File: config.mk
export PLATFORM = sky130hd
export DESIGN_NAME = time_entry_flat
export DESIGN_NICKNAME = d
export VERILOG_FILES = /design/src/rtl/time_entry_pkg.sv /design/src/rtl/time_entry_if.sv /design/src/rtl/time_entry_key_sync_debounce.sv /design/src/rtl/time_entry.sv /design/src/flat_wrapper.sv
export SDC_FILE = /design/constraint.sdc
export NUM_CORES = 1
export LEC_CHECK = 0
export ABC_AREA = 1
export BUFFER_PORTS_ARGS = -buffer_cell sky130_fd_sc_hd__buf_2
export CAP_MARGIN = 10
export CORE_MARGIN = 5
export CORE_UTILIZATION = 35
export DETAILED_ROUTE_END_ITERATION = 8
export PLACE_DENSITY = 0.56
export RECOVER_POWER = 100
export SLEW_MARGIN = 10
export SYNTH_ARGS = -nofsm -noshare
export SYNTH_HDL_FRONTEND = slang
export SYNTH_SLANG_ARGS = --single-unit
File: constraint.sdc
create_clock -name clk -period 4.1 [get_ports clk]
set_input_delay 0.41 -clock clk [delete_from_list [all_inputs] [get_ports clk]]
set_output_delay 0.41 -clock clk [all_outputs]
set_load 0.02 [all_outputs]
File: src/rtl/time_entry_pkg.sv
`default_nettype none
// ============================================================================
//  Module      : time_entry_pkg
//  Description : Shared types and constants for the oven time-entry keypad
//                front end (FSM states, BCD digit type, key vector layout).
//  Revision    : 1.0 - initial release
// ============================================================================
package time_entry_pkg;

    localparam int DIGIT_W                 = 4;
    localparam int SEC_TENS_MAX            = 5;
    localparam int DEBOUNCE_CYCLES_DEFAULT = 4;

    // Key vector layout: digit keys in [9:0], then clear, then start.
    localparam int NUM_DIGIT_KEYS = 10;
    localparam int KEY_CLEAR      = 10;
    localparam int KEY_START      = 11;
    localparam int KEY_W          = 12;

    typedef logic [DIGIT_W-1:0] digit_t;

    typedef enum logic [1:0] {
        ST_IDLE         = 2'd0,
        ST_DEBOUNCE     = 2'd1,
        ST_WAIT_RELEASE = 2'd2,
        ST_LOAD         = 2'd3
    } state_e;

    // True when exactly one digit key is pressed.
    function automatic logic is_onehot(input logic [NUM_DIGIT_KEYS-1:0] v);
        return (v != '0) && ((v & (v - 1'b1)) == '0);
    endfunction

    // Index of the (single) pressed digit key.
    function automatic digit_t key_to_digit(input logic [NUM_DIGIT_KEYS-1:0] v);
        digit_t d;
        d = '0;
        for (int i = 0; i < NUM_DIGIT_KEYS; i++) begin
            if (v[i]) d = digit_t'(i);
        end
        return d;
    endfunction

endpackage : time_entry_pkg
`default_nettype wire

File: src/rtl/time_entry_if.sv
`default_nettype none
// ============================================================================
//  Module      : time_entry_if
//  Description : Key inputs and timer-counter load outputs of the time-entry
//                block. master = key/controller side, slave = time_entry.
//  Revision    : 1.0 - initial release
// ============================================================================
interface time_entry_if;
    import time_entry_pkg::*;

    logic [NUM_DIGIT_KEYS-1:0] keypad;
    logic                      clear_key;
    logic                      start_key;
    logic                      entry_en;
    digit_t                    sec_ones;
    digit_t                    sec_tens;
    digit_t                    min_ones;
    logic                      loadn;
    logic                      key_ack;
    logic                      key_rej;
    logic                      nonzero;

    modport master (
        output keypad, clear_key, start_key, entry_en,
        input  sec_ones, sec_tens, min_ones, loadn, key_ack, key_rej, nonzero
    );

    modport slave (
        input  keypad, clear_key, start_key, entry_en,
        output sec_ones, sec_tens, min_ones, loadn, key_ack, key_rej, nonzero
    );

endinterface : time_entry_if
`default_nettype wire

File: src/rtl/time_entry_key_sync_debounce.sv
`default_nettype none
// ============================================================================
//  Module      : key_sync_debounce
//  Description : Two-flop synchronizer on every raw key plus one debounce
//                counter on the OR of the synchronized keys. Reports whether
//                "any key" has held its level for DEBOUNCE_CYCLES cycles.
//  Revision    : 1.0 - initial release
// ============================================================================
module key_sync_debounce #(
    parameter int KEY_W           = 12,
    parameter int DEBOUNCE_CYCLES = 4
) (
    input  wire logic             clk,
    input  wire logic             clrn,
    input  wire logic [KEY_W-1:0] key_raw,
    output logic      [KEY_W-1:0] key_sync,
    output logic                  key_any,
    output logic                  press_stable,
    output logic                  release_stable
);

    localparam int                CNT_W     = (DEBOUNCE_CYCLES < 2) ? 1 : $clog2(DEBOUNCE_CYCLES + 1);
    localparam logic [CNT_W-1:0]  C_CNT_MAX = CNT_W'(DEBOUNCE_CYCLES);

    logic [KEY_W-1:0] sync1_q, sync1_d;
    logic [KEY_W-1:0] sync2_q, sync2_d;
    logic             any_q,   any_d;
    logic [CNT_W-1:0] cnt_q,   cnt_d;
    logic             w_any;

    // Synchronizer chain, level history and run-length counter.
    always_ff @(posedge clk or negedge clrn) begin
        if (!clrn) begin
            sync1_q <= '0;
            sync2_q <= '0;
            any_q   <= 1'b0;
            cnt_q   <= '0;
        end else begin
            sync1_q <= sync1_d;
            sync2_q <= sync2_d;
            any_q   <= any_d;
            cnt_q   <= cnt_d;
        end
    end

    // cnt_d is the run length of the current level including this cycle,
    // saturating at the debounce threshold.
    always_comb begin
        sync1_d = key_raw;
        sync2_d = sync1_q;
        w_any   = |sync2_q;
        any_d   = w_any;
        if (w_any != any_q) begin
            cnt_d = CNT_W'(1);
        end else if (cnt_q == C_CNT_MAX) begin
            cnt_d = cnt_q;
        end else begin
            cnt_d = cnt_q + 1'b1;
        end
        key_sync       = sync2_q;
        key_any        = w_any;
        press_stable   =  w_any && (cnt_d == C_CNT_MAX);
        release_stable = !w_any && (cnt_d == C_CNT_MAX);
    end

endmodule : key_sync_debounce
`default_nettype wire

File: src/rtl/time_entry.sv
`default_nettype none
// ============================================================================
//  Module      : time_entry
//  Description : Microwave time-entry front end. Debounced digit keys shift
//                into an M:S:S BCD register; clear zeroes it; start pulses
//                loadn for one cycle to load the timer counters.
//  Revision    : 1.0 - initial release
// ============================================================================
module time_entry
    import time_entry_pkg::*;
#(
    parameter int DEBOUNCE_CYCLES = DEBOUNCE_CYCLES_DEFAULT
) (
    input  wire logic clk,
    input  wire logic clrn,
    time_entry_if.slave bus
);

    state_e             state_q, state_d;
    digit_t             sec_ones_q, sec_ones_d;
    digit_t             sec_tens_q, sec_tens_d;
    digit_t             min_ones_q, min_ones_d;

    logic [KEY_W-1:0]   w_key_sync;
    logic               w_key_any;
    logic               w_press_stable;
    logic               w_release_stable;
    logic               w_key_ack;
    logic               w_key_rej;
    logic               w_nonzero;
    logic [NUM_DIGIT_KEYS-1:0] w_digits;

    key_sync_debounce #(
        .KEY_W           (KEY_W),
        .DEBOUNCE_CYCLES (DEBOUNCE_CYCLES)
    ) u_key_sync_debounce (
        .clk            (clk),
        .clrn           (clrn),
        .key_raw        ({bus.start_key, bus.clear_key, bus.keypad}),
        .key_sync       (w_key_sync),
        .key_any        (w_key_any),
        .press_stable   (w_press_stable),
        .release_stable (w_release_stable)
    );

    // State and digit registers.
    always_ff @(posedge clk or negedge clrn) begin
        if (!clrn) begin
            state_q    <= ST_IDLE;
            sec_ones_q <= '0;
            sec_tens_q <= '0;
            min_ones_q <= '0;
        end else begin
            state_q    <= state_d;
            sec_ones_q <= sec_ones_d;
            sec_tens_q <= sec_tens_d;
            min_ones_q <= min_ones_d;
        end
    end

    // Next state, digit update and acknowledge pulses; the key action is
    // taken in the same cycle the press is accepted.
    always_comb begin
        state_d    = state_q;
        sec_ones_d = sec_ones_q;
        sec_tens_d = sec_tens_q;
        min_ones_d = min_ones_q;
        w_key_ack  = 1'b0;
        w_key_rej  = 1'b0;
        w_digits   = w_key_sync[NUM_DIGIT_KEYS-1:0];
        w_nonzero  = (sec_ones_q != '0) || (sec_tens_q != '0) || (min_ones_q != '0);

        unique case (state_q)
            ST_IDLE: begin
                if (bus.entry_en && w_key_any) state_d = ST_DEBOUNCE;
            end
            ST_DEBOUNCE: begin
                if (!bus.entry_en || !w_key_any) begin
                    state_d = ST_IDLE;
                end else if (w_press_stable) begin
                    state_d = ST_WAIT_RELEASE;
                    if (w_key_sync[KEY_CLEAR]) begin
                        sec_ones_d = '0;
                        sec_tens_d = '0;
                        min_ones_d = '0;
                    end else if (w_key_sync[KEY_START]) begin
                        if (w_nonzero) state_d   = ST_LOAD;
                        else           w_key_rej = 1'b1;
                    end else if (!is_onehot(w_digits)
                                 || (sec_ones_q > digit_t'(SEC_TENS_MAX))) begin
                        // Rejecting a shift when sec_ones > 5 keeps sec_tens a
                        // valid mod-6 value.
                        w_key_rej = 1'b1;
                    end else begin
                        min_ones_d = sec_tens_q;
                        sec_tens_d = sec_ones_q;
                        sec_ones_d = key_to_digit(w_digits);
                        w_key_ack  = 1'b1;
                    end
                end
            end
            ST_WAIT_RELEASE: begin
                if (w_release_stable) state_d = ST_IDLE;
            end
            ST_LOAD: begin
                // Digits stay stable while loadn is low and clear afterwards.
                state_d    = ST_WAIT_RELEASE;
                sec_ones_d = '0;
                sec_tens_d = '0;
                min_ones_d = '0;
            end
            default: state_d = ST_IDLE;
        endcase
    end

    assign bus.sec_ones = sec_ones_q;
    assign bus.sec_tens = sec_tens_q;
    assign bus.min_ones = min_ones_q;
    assign bus.loadn    = (state_q != ST_LOAD);
    assign bus.key_ack  = w_key_ack;
    assign bus.key_rej  = w_key_rej;
    assign bus.nonzero  = w_nonzero;

endmodule : time_entry
`default_nettype wire

File: src/flat_wrapper.sv
// flat-port wrapper written by rule: the top's interface ports become plain ports
module time_entry_flat import time_entry_pkg::*;
#(
    parameter int DEBOUNCE_CYCLES = DEBOUNCE_CYCLES_DEFAULT
)
  (clk, clrn, bus_keypad, bus_clear_key, bus_start_key, bus_entry_en, bus_sec_ones, bus_sec_tens, bus_min_ones, bus_loadn, bus_key_ack, bus_key_rej, bus_nonzero);
  time_entry_if bus_i ();
  input  wire logic clk;
  input  wire logic clrn;
  input wire logic [$bits(bus_i.keypad)-1:0] bus_keypad;
  input wire logic [$bits(bus_i.clear_key)-1:0] bus_clear_key;
  input wire logic [$bits(bus_i.start_key)-1:0] bus_start_key;
  input wire logic [$bits(bus_i.entry_en)-1:0] bus_entry_en;
  output wire logic [$bits(bus_i.sec_ones)-1:0] bus_sec_ones;
  output wire logic [$bits(bus_i.sec_tens)-1:0] bus_sec_tens;
  output wire logic [$bits(bus_i.min_ones)-1:0] bus_min_ones;
  output wire logic [$bits(bus_i.loadn)-1:0] bus_loadn;
  output wire logic [$bits(bus_i.key_ack)-1:0] bus_key_ack;
  output wire logic [$bits(bus_i.key_rej)-1:0] bus_key_rej;
  output wire logic [$bits(bus_i.nonzero)-1:0] bus_nonzero;
  assign bus_i.keypad = bus_keypad;
  assign bus_i.clear_key = bus_clear_key;
  assign bus_i.start_key = bus_start_key;
  assign bus_i.entry_en = bus_entry_en;
  assign bus_sec_ones = bus_i.sec_ones;
  assign bus_sec_tens = bus_i.sec_tens;
  assign bus_min_ones = bus_i.min_ones;
  assign bus_loadn = bus_i.loadn;
  assign bus_key_ack = bus_i.key_ack;
  assign bus_key_rej = bus_i.key_rej;
  assign bus_nonzero = bus_i.nonzero;
  time_entry #(.DEBOUNCE_CYCLES(DEBOUNCE_CYCLES)) u_core (.clk(clk), .clrn(clrn), .bus(bus_i));
endmodule
==> results.sh <==
export IMPL_finalSetupViolations=0
export IMPL_r2r_end="u_core.bus.sec_tens[1]$_DFFE_PN0P_"
export IMPL_violations="max-capacitance violations, max-slew violations"
export IMPL_crit_path_max_fanout=12
export IMPL_slew_headroom_pct=-43.33
export IMPL_fin_crit_ps=2426
export IMPL_dp_hpwl_um=2609
export IMPL_ff_latch_area_um2=1051
export IMPL_synth_area_leaders="dfrtp_1 55%, nand2_1 11%, inv_1 5.9%, nand4_1 4.9%, nor2_1 4.7%"
export IMPL_cap_violations=1
export IMPL_grt_pass1_vias=1329
export IMPL_fillers=571
export IMPL_fin_skew_ps=4.470
export IMPL_first_pass_iters=4
export IMPL_synth_area_per_cell_um2=8.951
export IMPL_ys_seq_elements=42
export IMPL_grt_usage_pct=10.93
export IMPL_synth_warnings=0
export IMPL_wl_per_cell_um=11.31
export IMPL_cts_resized_gates=0
export IMPL_nNetsFinal=264
export IMPL_crit_slowest_cell="nand3_1"
export IMPL_setup_worst_path_start_class="register"
export IMPL_cp_arrival_ps=2610
export IMPL_layout_drive_gt1_share_pct=14.52
export IMPL_drt_iter0_markers=43
export IMPL_core_area_um2=5405
export IMPL_synth_cell_types=23
export IMPL_cellLeakagePower_nw=1.075
export IMPL_crit_chain="inv_1, ha_1, nand2_1, o21ai_0, nor2_1, nand4_1, nand2_1, nand3_1, nand2_1, nand2_1"
export IMPL_max_stage_delay_ps=460
export IMPL_hold_end="u_core.u_key_sync_debounce.sync1_q[2]$_DFF_PN0_"
export IMPL_tightestPinTransition_ps=2150
export IMPL_cts_tree="yes"
export IMPL_cts_made_buffers=5
export IMPL_r2r_start="u_core.u_key_sync_debounce.cnt_q[0]$_DFF_PN0_"
export IMPL_syn_to_final_growth_pct=12.87
export IMPL_chipWidth_um=83.98
export IMPL_min_from="bus_keypad[2]"
export IMPL_viasPerCell=4.369
export IMPL_cts_root_buf="clkbuf_8"
export IMPL_cpMostUsedCell="nand2_1"
export IMPL_critical_path_top_delay_family="simple AND/OR/NAND/NOR gates"
export IMPL_period_share_pct=59.16
export IMPL_num_rows=27
export IMPL_yosysTopAreaCellShare_pct=54.87
export IMPL_worst_path_buf_inv=1
export IMPL_wl_um=3619
export IMPL_crit_path_end_kind="register"
export IMPL_synth_top_area_cell="dfrtp_1"
export IMPL_rsz0062_at_grt="false"
export IMPL_io_buffers=30
export IMPL_worstHoldPathType="input pin to register"
export IMPL_worstRegToRegCells=10
export IMPL_layout_commonest_cell="nand2_1"
export IMPL_clkPwrFrac_pct=30.7
export IMPL_clk_insertion_delay_late_ps=290
export IMPL_gp_congestion=0.8348
export IMPL_htree_levels=2
export IMPL_p_comb_share_pct=15.4
export IMPL_fmax_mhz=412.2
export IMPL_hold_viol_final=0
export IMPL_dieArea_um2=7053
export IMPL_cts_buffer_depth=2
export IMPL_r2r_slack_ps=1670
export IMPL_p_sw_w=0.0002449
export IMPL_maxSlewViolCount=43
export IMPL_path_clk_slew_ps=80
export IMPL_powerDensity_nw_per_um2=396.3
export IMPL_synth_cells=214
export IMPL_post_route_drc_count=0
export IMPL_post_cts_buffers=0
export IMPL_ys_seq_area_share_pct=54.87
export IMPL_grt_max_degree=43
export IMPL_grt_pass1_wl_um=6203
export IMPL_layout_common_cells="58 x nand2_1, 42 x dfrtp_1, 30 x inv_1, 24 x nor2_1, 17 x clkbuf_1"
export IMPL_antenna_found_initial=0
export IMPL_multiInputGateArea_um2=681.9
export IMPL_placed_cells=312
export IMPL_critPathKind="register to register"
export IMPL_die_h_um=83.98
export IMPL_synth_area_um2=1916
export IMPL_status="finished with violations"
export IMPL_pwr_share_seq_pct=53.9
export IMPL_fin_setup_tns_ps=0
export IMPL_ir_drop_mv=0.2623
export IMPL_cts_sinks=42
export IMPL_synth_fp_nets=231
export IMPL_diodes=0
export IMPL_critPathRequiredTime_ps=4280
export IMPL_whs_path_depth=1
export IMPL_vias=1398
export IMPL_detail_route_antenna_nets=0
export IMPL_stdcell_count=320
export IMPL_overflow=0
export IMPL_switching_share_pct=28.59
export IMPL_start_util_pct=35.44
export IMPL_cts_hold_buffers=0
export IMPL_io_pins=31
export IMPL_cell_internal_pwr_w=0.0006118
-- power groups by stage --
stage	clock, W	combinational (W)	sequential, W
2_1_floorplan	0	0.0000999	0.000465
3_3_place_gp	0	0.000133	0.000468
3_5_place_dp	0	0.000136	0.000470
4_1_cts	0.000278	0.000137	0.000462
5_1_grt	0.000294	0.000157	0.000465
6_report	0.000263	0.000132	0.000462
-- Yosys cell counts (all sizes together) --
| master | n |
|---|---|
| a21oi | 3 |
| o21ai | 8 |
| ha | 2 |
| nor2 | 30 |
| buf | 4 |
| clkinv | 1 |
| nand3 | 7 |
| nand4 | 15 |
| nor4 | 3 |
| nand2 | 63 |
| xor2 | 2 |
| or2 | 2 |
| a31oi | 1 |
| inv | 31 |
| dfrtp | 42 |
-- layout make-up --
type	instances	share of cell area, %
repair buffers	30	5.961
well taps	72	4.167
clock buffers	5	3.183
multi-input cells	136	31.54
flip-flops and latches	42	48.61
inverters	32	5.556
clock inverters	3	0.9838
-- stage by stage --
step	total power [W]	utilization (%)	setup WS, ps	hold WS (ps)	area, um^2
after floorplan	0.0005653	-	2176	114.4	1916
after global placement	0.0006007	39.05	2130	331.0	2111
after detailed placement	0.0006061	39.05	2094	334.7	2111
after CTS	0.0008771	40.72	1772	205.7	2201
after global routing	0.0009164	40.00	1371	198.0	2162
final	0.0008567	40.00	1674	218.6	2162
-- metal layers --
layer / wire [um] / track usage [%] / vias to the layer above / share of wire (%)
li1: - / - / 738 / -
met1: 1735 / 13.86 / 632 / 48
met2: 1704 / 17.57 / 21 / 47
met3: 124 / 2.665 / 7 / 3.4
met4: 55 / 4.971 / 0 / 1.5
met5: 0 / 0 / - / 0
-- registers in the layout, indices dropped and copies added (netlist names) --
register,cells
u_core.bus.min_ones,4
u_core.bus.sec_ones,4
u_core.bus.sec_tens,4
u_core.state_q,2
u_core.u_key_sync_debounce.any_q,1
u_core.u_key_sync_debounce.cnt_q,3
u_core.u_key_sync_debounce.key_sync,12
u_core.u_key_sync_debounce.sync1_q,12
-- cell families after synthesis --
group | count (synthesis) | synth area share [%]
and+or+nand+nor | 120 | 30.50
DFF | 42 | 54.87
buffers and inverters | 36 | 8.621
xor gates and xnor gates | 2 | 0.9146
adders and majority gates | 2 | 1.306
AOI/OAI and AO/OA | 12 | 3.788
-- how the worst max path moves through the flow --
stage                                                            startpoint                                 end  slack (ps)  cells after the start
after global routing          u_core.u_key_sync_debounce.cnt_q[0]$_DFF_PN0_  u_core.bus.sec_ones[2]$_DFFE_PN0P_        1370                     10
after CTS                  u_core.u_key_sync_debounce.key_sync[9]$_DFF_PN0_                         bus_key_rej        1770                     10
after detailed placement      u_core.u_key_sync_debounce.cnt_q[0]$_DFF_PN0_  u_core.bus.sec_ones[2]$_DFFE_PN0P_        2090                     10
final                         u_core.u_key_sync_debounce.cnt_q[0]$_DFF_PN0_  u_core.bus.sec_tens[1]$_DFFE_PN0P_        1670                     10
after global placement     u_core.u_key_sync_debounce.key_sync[9]$_DFF_PN0_                         bus_key_rej        2130                     10
after floorplan           u_core.u_key_sync_debounce.key_sync[11]$_DFF_PN0_                         bus_key_ack        2180                      8
Note: power is estimated with default switching activity, not from simulation.
